**src/rtl/stopwatch_digits.sv**
```systemverilog
// -----------------------------------------------------------------------------
// stopwatch_digits
//   Four-digit MM:SS BCD stopwatch feeding the seven-segment display driver.
//   Counts on a one-cycle 1 Hz enable pulse. Two raw push-buttons
//   (start/stop, clear) are each synchronised, debounced and edge-detected
//   here, so the buttons can be wired straight to the pins.
//
// Ports
//   clk            system clock
//   rst_n          asynchronous active-low reset
//   tick           one-cycle count enable, synchronous to clk
//   btn_start_stop raw asynchronous button, active-high
//   btn_clear      raw asynchronous button, active-high
//   digit0         seconds units  (BCD 0-9)
//   digit1         seconds tens   (BCD 0-5)
//   digit2         minutes units  (BCD 0-9)
//   digit3         minutes tens   (BCD 0-5)
//   running        high while the stopwatch is in RUN
//
// There is no valid/ready handshake: tick and the button press events are
// single-cycle qualifiers that act on the edge at which they are sampled.
// -----------------------------------------------------------------------------
module stopwatch_digits #(
  parameter int DEBOUNCE_CYCLES = 1000000
) (
  input  logic       clk,
  input  logic       rst_n,
  input  logic       tick,
  input  logic       btn_start_stop,
  input  logic       btn_clear,
  output logic [3:0] digit0,
  output logic [3:0] digit1,
  output logic [3:0] digit2,
  output logic [3:0] digit3,
  output logic       running
);

  localparam int            CW       = $clog2(DEBOUNCE_CYCLES);
  localparam logic [CW-1:0] CNT_LAST = CW'(DEBOUNCE_CYCLES - 1);
  localparam logic [CW-1:0] CNT_ONE  = CW'(1);

  localparam logic [1:0] IDLE  = 2'd0;
  localparam logic [1:0] RUN   = 2'd1;
  localparam logic [1:0] PAUSE = 2'd2;

  // Bit 0 = start/stop, bit 1 = clear.
  logic [1:0]    raw;
  logic [1:0]    sync1;
  logic [1:0]    sync2;
  logic [1:0]    deb;
  logic [1:0]    deb_d;
  logic [1:0]    press;
  logic [CW-1:0] cnt [2];

  assign raw = {btn_clear, btn_start_stop};

  // Synchroniser, debounce and rising-edge detection for both buttons.
  // The press pulse is registered so the state reacts DEBOUNCE_CYCLES+3
  // edges after the raw level is first sampled high.
  always_ff @(posedge clk or negedge rst_n) begin
    if (!rst_n) begin
      sync1 <= '0;
      sync2 <= '0;
      deb   <= '0;
      deb_d <= '0;
      press <= '0;
      for (int i = 0; i < 2; i++) cnt[i] <= '0;
    end else begin
      sync1 <= raw;
      sync2 <= sync1;
      deb_d <= deb;
      press <= deb & ~deb_d;
      for (int i = 0; i < 2; i++) begin
        if (sync2[i] == deb[i]) begin
          cnt[i] <= '0;
        end else if (cnt[i] == CNT_LAST) begin
          deb[i] <= sync2[i];
          cnt[i] <= '0;
        end else begin
          cnt[i] <= cnt[i] + CNT_ONE;
        end
      end
    end
  end

  logic ss_ev;
  logic clr_ev;
  assign ss_ev  = press[0];
  assign clr_ev = press[1];

  logic [1:0] state;
  logic [1:0] state_next;

  // Clear wins over start/stop when both events land on the same cycle.
  always_comb begin
    state_next = state;
    if (clr_ev) begin
      state_next = IDLE;
    end else if (ss_ev) begin
      case (state)
        IDLE:    state_next = RUN;
        RUN:     state_next = PAUSE;
        PAUSE:   state_next = RUN;
        default: state_next = IDLE;
      endcase
    end
  end

  // Ripple-carry BCD increment over MM:SS, wrapping 59:59 -> 00:00.
  logic       c0;
  logic       c1;
  logic       c2;
  logic [3:0] inc0;
  logic [3:0] inc1;
  logic [3:0] inc2;
  logic [3:0] inc3;

  always_comb begin
    c0   = (digit0 == 4'd9);
    c1   = c0 && (digit1 == 4'd5);
    c2   = c1 && (digit2 == 4'd9);
    inc0 = c0 ? 4'd0 : digit0 + 4'd1;
    inc1 = c0 ? ((digit1 == 4'd5) ? 4'd0 : digit1 + 4'd1) : digit1;
    inc2 = c1 ? ((digit2 == 4'd9) ? 4'd0 : digit2 + 4'd1) : digit2;
    inc3 = c2 ? ((digit3 == 4'd5) ? 4'd0 : digit3 + 4'd1) : digit3;
  end

  // Counting uses the current state, so a tick on the RUN->PAUSE edge is
  // counted while a tick on the edge that enters RUN is not.
  always_ff @(posedge clk or negedge rst_n) begin
    if (!rst_n) begin
      state   <= IDLE;
      running <= 1'b0;
      digit0  <= 4'd0;
      digit1  <= 4'd0;
      digit2  <= 4'd0;
      digit3  <= 4'd0;
    end else begin
      state   <= state_next;
      running <= (state_next == RUN);
      if (clr_ev) begin
        digit0 <= 4'd0;
        digit1 <= 4'd0;
        digit2 <= 4'd0;
        digit3 <= 4'd0;
      end else if ((state == RUN) && tick) begin
        digit0 <= inc0;
        digit1 <= inc1;
        digit2 <= inc2;
        digit3 <= inc3;
      end
    end
  end

endmodule
```
**config.mk**
```make
export PLATFORM = sky130hd
export DESIGN_NAME = stopwatch_digits
export DESIGN_NICKNAME = d
export VERILOG_FILES = /design/src/rtl/stopwatch_digits.sv
export SDC_FILE = /design/constraint.sdc
export NUM_CORES = 1
export LEC_CHECK = 0
export CORE_MARGIN = 2
export CORE_UTILIZATION = 59
export CTS_CLUSTER_DIAMETER = 30
export CTS_CLUSTER_SIZE = 24
export DETAILED_ROUTE_END_ITERATION = 10
export PLACE_DENSITY = 0.78
export SKIP_CTS_REPAIR_TIMING = 1
export SLEW_MARGIN = 30
export SYNTH_ARGS = -nofsm -noshare
export SYNTH_HDL_FRONTEND = slang
export SYNTH_SLANG_ARGS = --single-unit
```
**constraint.sdc**
```tcl
create_clock -name clk -period 2.05 [get_ports clk]
set_input_delay 0.205 -clock clk [delete_from_list [all_inputs] [get_ports clk]]
set_output_delay 0.205 -clock clk [all_outputs]
set_load 0.005 [all_outputs]
```
==> results.txt, run 1 <==
----------------------------------------------------
[Status]
  Status ... finished clean

[Run]
  Number of max-cap violations ... 0

[STA]
  Share of the clock period used by the worst path ... 0.9101
  Summed negative setup slack over all endpoints ... 0 ns
  RSZ-0062 raised after global routing ... false
  Slew margin rel. ... 0.7155
  Worst-Margin Slew ... 0.4254 ns
  Max Fclk ... 536.0 MHz
  PnR worst setup slack ... 0.1843 ns
  Count of final hold-check violations ... 0
  Total of endpoints with negative setup slack in the final report ... 0
  Number of pins exceeding their max-slew limit in the final report ... 0
  Clk_skew ... 0.006431 ns
  Crit path time final ... 1.866 ns

[Logic synthesis]
  Post-synth top cells ... 69 x dfrtp_1, 31 x nor2_1, 22 x nand3_1, 19 x o21ai_0, 18 x nand2_1
  Share of flip-flops with an asynchronous set or reset ... 1.000
  Sequential-to-total area share from yosys stat ... 0.5182
  Count of flip-flops with a built-in enable after synthesis ... 0
  Share of the synthesized area in the top cell type ... 0.5182
  Largest area contributor in the synthesized netlist ... dfrtp_1
  Yosys warnings ... 0
  Mean cell area of the mapped netlist ... 10.28 µm²
  Syn nets ... 337
  Leading cell type by number of instances after synthesis ... dfrtp_1
  Synth Instances ... 324
  Post-synthesis cell area ... 0.003332 mm²
  Flip-flop and latch count after synthesis ... 69
  Cell types with the largest area share after synthesis ... dfrtp_1 52%, xor2_1 4.2%, nor2_1 3.5%, nand3_1 3.3%, ha_1 3.0%
  Primary FF master, synth ... dfrtp_1
  Distinct cells, synth ... 50

[Die]
  Initial core utilization ... 0.6088
  Die Outline Area ... 0.006265 mm²
  Count of standard-cell rows ... 27
  Chip Height ... 79.15 µm
  Core Area ... 0.005473 mm²
  Total I/O pin count ... 22
  Width of the die ... a little under 80 µm

[Final layout]
  Nets ... 373
  Fraction of the core area covered by cells at the end of the flow ... 0.7135
  Post-route insts no fill ... ~440
  Share of final-layout standard cells stronger than drive strength 1 ... 0.1068
  Filler Cells Inserted ... 403
  Area growth from synthesis to layout ... 17.20%
  Ant. Diodes ... 0

[Setup path]
  Data arrival time of the critical path ... 2.13 ns
  Standard cell with the maximum stage delay on the critical path ... or4_1
  Critical path endpoint category ... flip-flop
  Critical path launch point type ... flip-flop
  Critical path start-end classification ... flip-flop to flip-flop
  Crit-path cells ... ha_1 > and2_1 > nand4_1 > or4_1 > a21oi_1
  Required arrival time at the worst endpoint ... 2.32 ns
  Slowest Stage Delay on Critical Path ... 0.54 ns
  Biggest fanout along the worst timing path ... 7

[Power and ir drop]
  Leakage ... 1.682 nW
  Seq pwr share ... 0.529
  Switching share of power ... 0.2078
  Fraction of power consumed by the clock network ... 0.443
  Combinational Power Share ... 0.028
  Net Sw Power ... 0.5455 mW
  VDD IR-drop max ... 0.0008000 V
  Power density cells ... 672.4 mW/mm²
  Internal power of the cells ... between 2 and 2.5 mW

[Placement]
  Sum of net half-perimeters after detailed placement ... 4.082 mm
  Pre-CTS setup slack ... 0.1727 ns
  Placed Cells ... 420
  Count of input and output buffers ... 21
  GPL Wtd Cong ... 0.8571

[Drt]
  Routed wirelength normalized by instance count ... 14.03 µm
  Via-to-Cell Ratio ... 5.840
  Total routed wirelength ... 6.130 mm
  Number of iterations in the first detailed-routing pass ... 4
  Number of antenna-violating nets in the routed design ... 0
  Number of vias after detailed routing ... ~2600
  Remaining routing DRC violations ... 0
  Iteration-0 DRC Markers ... 147

[Clock network]
  CTS tree ... yes
  Number of buffers created by CTS ... 9
  Count of clock tree sinks ... 69
  Library cell used as clock root buffer ... clkbuf_8
  H-tree Lvls ... 3
  Source-to-sink clock delay at the later pin of the worst-skew pair ... 0.34 ns
  Max clock buf depth ... 2
  Clock transition at the registers of the reported paths ... 0.07 ns

[GRT]
  GR Overflow Total ... 0
  Pin count of the biggest net entering global routing ... 70
  Via count of the first global-routing pass ... 2431
  First-pass GRT wire length ... between 10 and 15 mm
  Overall Global Routing Usage ... 0.2179
  Number of antenna violations at the first check in global routing ... 0

[Min path]
  Kind of path behind the tightest hold check ... input pin to flip-flop

----------------------------------------------------
-- state kept, by name, indices dropped and copies added (netlist names) --
| signal | cells |
|---|---|
| deb_d | 2 |
| deb | 2 |
| sync1 | 2 |
| digit1 | 4 |
| running | 1 |
| digit2 | 4 |
| cnt | 40 |
| digit3 | 4 |
| sync2 | 2 |
| press | 2 |
| state | 2 |
| digit0 | 4 |
-- power groups by stage --
stage / sequential, mW / clock, mW / combinational, mW
finish: 1.39 / 1.16 / 0.0745
global route: 1.39 / 1.25 / 0.0871
CTS: 1.39 / 1.19 / 0.0767
detailed placement: 1.41 / 0 / 0.0757
global placement: 1.41 / 0 / 0.0756
floorplan: 1.41 / 0 / 0.0297
-- path summary, 6_finish.rpt --
kind | start | to | slack (ns) | depth (start not counted)
min reg2reg | sync1[1] | sync2[1] | 0.36 | 0
min | btn_start_stop | sync1[0] | 0.30 | 1
max in group asynchronous | rst_n | cnt[7] | 1.35 | 3
min in group asynchronous | rst_n | digit0[2] | 0.41 | 3
max reg2reg | cnt[20] | cnt[38] | 0.18 | 5
max | cnt[20] | cnt[38] | 0.18 | 5
-- metrics by stage --
step                hold WS, ns  power (mW)  cell area, µm²
floorplan              -0.09059       1.441            3332
detailed placement       0.2526       1.490            3682
global route             0.2962       2.724            3905
CTS                     -0.1127       2.651            3889
finish                   0.3029       2.626            3905
global placement         0.2520       1.488            3682
-- routing by layer --
metal / routed length [µm] / global-route usage / vias up
met4: 91 / 0.1017 / 0
met5: 0 / 0 / -
met2: 2929 / 0.3500 / 54
met3: 206 / 0.04545 / 8
li1: - / - / 1242
met1: 2903 / 0.2841 / 1248
-- final cells by class --
type                            instances  area, µm²  share of cell area
Sequential cell                        69       1727              0.4422
Clock buffer                           11      131.4             0.03364
Timing Repair Buffer                   33      310.3             0.07946
Clock inverter                          5      75.07             0.01922
Tap cell                               72      90.09             0.02307
Multi-Input combinational cell        236       1530              0.3919
Inverter                               11      41.29             0.01057
-- placed cells by master, fill, tap and decap left out, types with 3 or more instances in the layout --
cell type         n
o31ai_1           7
buf_4            10
nand3_1          22
clkbuf_8          9
or3_1             9
xnor2_1          11
inv_1            11
nor2_1           31
and2_1            5
nor3_1            6
nand4_1          11
and4_1            4
mux2_2            3
a21oi_1          15
ha_1              8
and3b_1           4
nand2_1          18
o21ai_0          19
xor2_1           16
nor4_1            5
clkdlybuf4s50_1  20
and3_1            8
or4_1             4
dfrtp_1          69
clkinv_2          3
-- logic make-up after synthesis --
| family | after synthesis | synth area share |
|---|---|---|
| flip-flops | 69 | 0.5182 |
| XOR/XNOR | 27 | 0.07097 |
| buffers and inverters | 19 | 0.02441 |
| adder cells (fa/ha/maj) | 8 | 0.03004 |
| AND/OR/NAND/NOR | 143 | 0.2426 |
| multiplexers | 3 | 0.01014 |
| AO/OA/AOI/OAI | 55 | 0.1036 |
-- worst max-delay path: cells and delay by family, from the launching register on --
family,cells,cell delay (ns)
AOI/OAI and AO/OA,1,0.15
and+or+nand+nor,3,1.03
adders and majority gates,1,0.22
DFF,1,0.40
No activity file was read; power rests on OpenSTA's default activity.
==> run 2, diff against run 1 <==
--- a/config.mk
+++ b/config.mk
@@ -6,11 +6,11 @@
 export NUM_CORES = 1
 export LEC_CHECK = 0
 export CORE_MARGIN = 2
-export CORE_UTILIZATION = 59
+export CORE_UTILIZATION = 63
 export CTS_CLUSTER_DIAMETER = 30
 export CTS_CLUSTER_SIZE = 24
 export DETAILED_ROUTE_END_ITERATION = 10
-export PLACE_DENSITY = 0.78
+export PLACE_DENSITY = 0.82
 export SKIP_CTS_REPAIR_TIMING = 1
 export SLEW_MARGIN = 30
 export SYNTH_ARGS = -nofsm -noshare
==> constraint.sdc (replaced) <==
create_clock -name clk -period 2.21 [get_ports clk]
set_input_delay 0.221 -clock clk [delete_from_list [all_inputs] [get_ports clk]]
set_output_delay 0.221 -clock clk [all_outputs]
set_load 0.005 [all_outputs]
==> run 2 against run 1 <==
Against the previous run: register-to-register slack better by 0.06 ns; sequential share of layout area increased by 0.79 points; die area is 6.0% lower; critical path depth is the same; clock-buffer cell count is 3 higher; via count up 1.3%; wire length increased by 6.0%; critical path type unchanged; largest cell class unchanged; largest power group unchanged.
==> results.txt, run 2 (synthesized netlist as in run 1, its figures left out) <==
----------------------------------------------------
[Final layout]
  Area growth from synthesis to layout ... 15.13% (was 17.20%)
  Commonest non-fill, non-tap cell in the layout ... dfrtp_1 (unchanged)
  Ant. Diodes ... 0 (unchanged)
  Largest register by flop count ... cnt (unchanged)
  Commonest cells after routing, fill and taps aside ... 69 x dfrtp_1, 31 x nor2_1, 22 x nand3_1 (unchanged)
  Nets ... 368 (was 373)
  Largest register FFs ... 40 (unchanged)
  Fraction of the core area covered by cells at the end of the flow ... 0.7511 (was 0.7135)
  Share of final-layout standard cells stronger than drive strength 1 ... 0.09192 (was 0.1068)

[STA]
  Number of pins exceeding their max-slew limit in the final report ... 0 (unchanged)
  RSZ-0062 raised after global routing ... false (unchanged)
  Total of endpoints with negative setup slack in the final report ... 0 (unchanged)
  Clk_skew ... 0.002740 ns (was 0.006431 ns)
  Slew margin rel. ... 0.6058 (was 0.7155)
  Count of final hold-check violations ... 0 (unchanged)
  Max Fclk ... 509.2 MHz (was 536.0 MHz)
  Share of the clock period used by the worst path ... 0.8887 (was 0.9101)
  PnR worst setup slack ... 0.2461 ns (was 0.1843 ns)
  Worst-Margin Slew ... 0.5914 ns (was 0.4254 ns)
  Crit path time final ... 1.964 ns (was 1.866 ns)
  Summed negative setup slack over all endpoints ... 0 ns (unchanged)

[Drt]
  Number of vias after detailed routing ... 2585 (was 2552)
  Total routed wirelength ... 6.498 mm (was 6.130 mm)
  Number of antenna-violating nets in the routed design ... 0 (unchanged)
  Number of iterations in the first detailed-routing pass ... 4 (unchanged)
  Routed wirelength normalized by instance count ... 15.15 µm (was 14.03 µm)
  Remaining routing DRC violations ... 0 (unchanged)
  Via-to-Cell Ratio ... 6.026 (was 5.840)
  Iteration-0 DRC Markers ... 247 (was 147)

[Die]
  Core Area ... 0.005107 mm² (was 0.005473 mm²)
  Width of the die ... 76.73 µm (was 79.15 µm)
  Initial core utilization ... 0.6524 (was 0.6088)
  Chip Height ... 76.73 µm (was 79.15 µm)
  Count of standard-cell rows ... 26 (was 27)
  Die Outline Area ... 0.005887 mm² (was 0.006265 mm²)
  Total I/O pin count ... 22 (unchanged)

[Clock network]
  Max clock buf depth ... 2 (unchanged)
  H-tree Lvls ... 3 (unchanged)
  Clock transition at the registers of the reported paths ... 0.07 ns (about the same)
  Count of clock tree sinks ... 69 (unchanged)
  CTS tree ... yes (unchanged)
  Library cell used as clock root buffer ... clkbuf_8 (unchanged)
  Source-to-sink clock delay at the later pin of the worst-skew pair ... 0.34 ns (about the same)
  Number of buffers created by CTS ... 9 (unchanged)

[Setup path]
  Reg2Reg Depth ... 5 (unchanged)
  Critical path endpoint category ... flip-flop (unchanged)
  Critical path start-end classification ... flip-flop to flip-flop (unchanged)
  Minimum setup slack among reg-to-reg paths ... 0.25 ns (was 0.18 ns)
  Critical path launch point type ... flip-flop (unchanged)
  Data arrival time of the critical path ... 2.23 ns (was 2.13 ns)
  Required arrival time at the worst endpoint ... 2.47 ns (was 2.32 ns)
  Worst reg2reg path endpoint ... cnt[38] (unchanged)
  Biggest fanout along the worst timing path ... 7 (unchanged)
  Worst flop-to-flop path startpoint ... cnt[20] (unchanged)

[GRT]
  GR Layer Usage met1 ... 0.3157 (was 0.2841)
  Via count of the first global-routing pass ... 2561 (was 2431)
  First-pass GRT wire length ... 11.36 mm (was 10.67 mm)
  Top Usage Layer GRT ... met2 (unchanged)
  Met3 Track Usage GR ... 0.06588 (was 0.04545)
  GR Overflow Total ... 0 (unchanged)
  Pin count of the biggest net entering global routing ... 29 (was 70)
  Number of antenna violations at the first check in global routing ... 0 (unchanged)
  Overall Global Routing Usage ... 0.2426 (was 0.2179)
  Met2 track demand over resource ... 0.3833 (was 0.3500)

[Placement]
  GPL Wtd Cong ... 0.8407 (was 0.8571)
  Pre-CTS setup slack ... 0.2664 ns (was 0.1727 ns)
  Count of input and output buffers ... 21 (unchanged)
  Sum of net half-perimeters after detailed placement ... 4.467 mm (was 4.082 mm)

[Min path]
  Hold Path Stages ... 1 (unchanged)
  Origin of the worst min-delay path ... btn_clear (was btn_start_stop)
  End point of the worst hold path ... sync1[1] (was sync1[0])
  Kind of path behind the tightest hold check ... input pin to flip-flop (unchanged)

[Power and ir drop]
  Leakage ... 1.644 nW (was 1.682 nW)
  Power density cells ... 595.5 mW/mm² (was 672.4 mW/mm²)
  VDD IR-drop max ... 0.0004775 V (was 0.0008000 V)

[Status]
  Status ... finished clean (unchanged)

[Run]
  Number of max-cap violations ... 0 (unchanged)

----------------------------------------------------
## run 2: cell count changes in the layout (fill, tap and decap cells not counted), sizes merged
cell | previous run | this run
clkbuf | 11 | 14
clkinv | 3 | 1
bufinv | 2 | 0
buf | 12 | 7
## run 2: cell type report
type                    count  area (µm²)
well taps                  70       87.58
repair buffers             28       272.8
fillers                   337        1271
clock inverters             1       5.005
inverters                  11       41.29
clock buffers              14       172.7
flip-flops and latches     69        1727
multi-input cells         236        1530
## run 2: per-stage QoR
step	cell area [µm²]	cells	hold slack (ns)	power (mW)
global placement	3642	413	0.2544	1.379
finish	3836	429	0.3157	2.285
detailed placement	3642	413	0.2579	1.381
floorplan	3332	324	-0.07459	1.336
global route	3836	429	0.3186	2.368
CTS	3820	428	-0.1071	2.297
## run 2: routing by layer
metal / part of all wire / routed length [µm]
met3: 0.053 / 343
met4: 0.019 / 123
met5: 0 / 0
met1: 0.44 / 2882
met2: 0.48 / 3149
## run 2: worst max-delay path, cell delays in order, from the launching register on
cell and delay [ns]:
dfrtp_1 0.40, ha_1 0.22, and2_1 0.23, nand4_1 0.30, or4_1 0.57, a21oi_1 0.17
## run 2: worst max path at each step
stage,startpoint,cells after the start,to
2_1_floorplan,digit0[1],6,digit3[3]
3_3_place_gp,tick,5,digit2[3]
3_5_place_dp,tick,5,digit2[3]
4_1_cts,digit0[0],5,digit2[0]
5_1_grt,cnt[20],5,cnt[38]
6_report,cnt[20],5,cnt[38]
## run 2: report_power, final
group / total [mW] / internal [mW] / switching [mW] / leakage (nW)
Combinational: 0.0690 / 0.0239 / 0.0451 / 0.607
Sequential: 1.29 / 1.28 / 0.0122 / 0.945
Clock: 0.928 / 0.493 / 0.435 / 0.0926
Total: 2.28 / 1.79 / 0.493 / 1.64
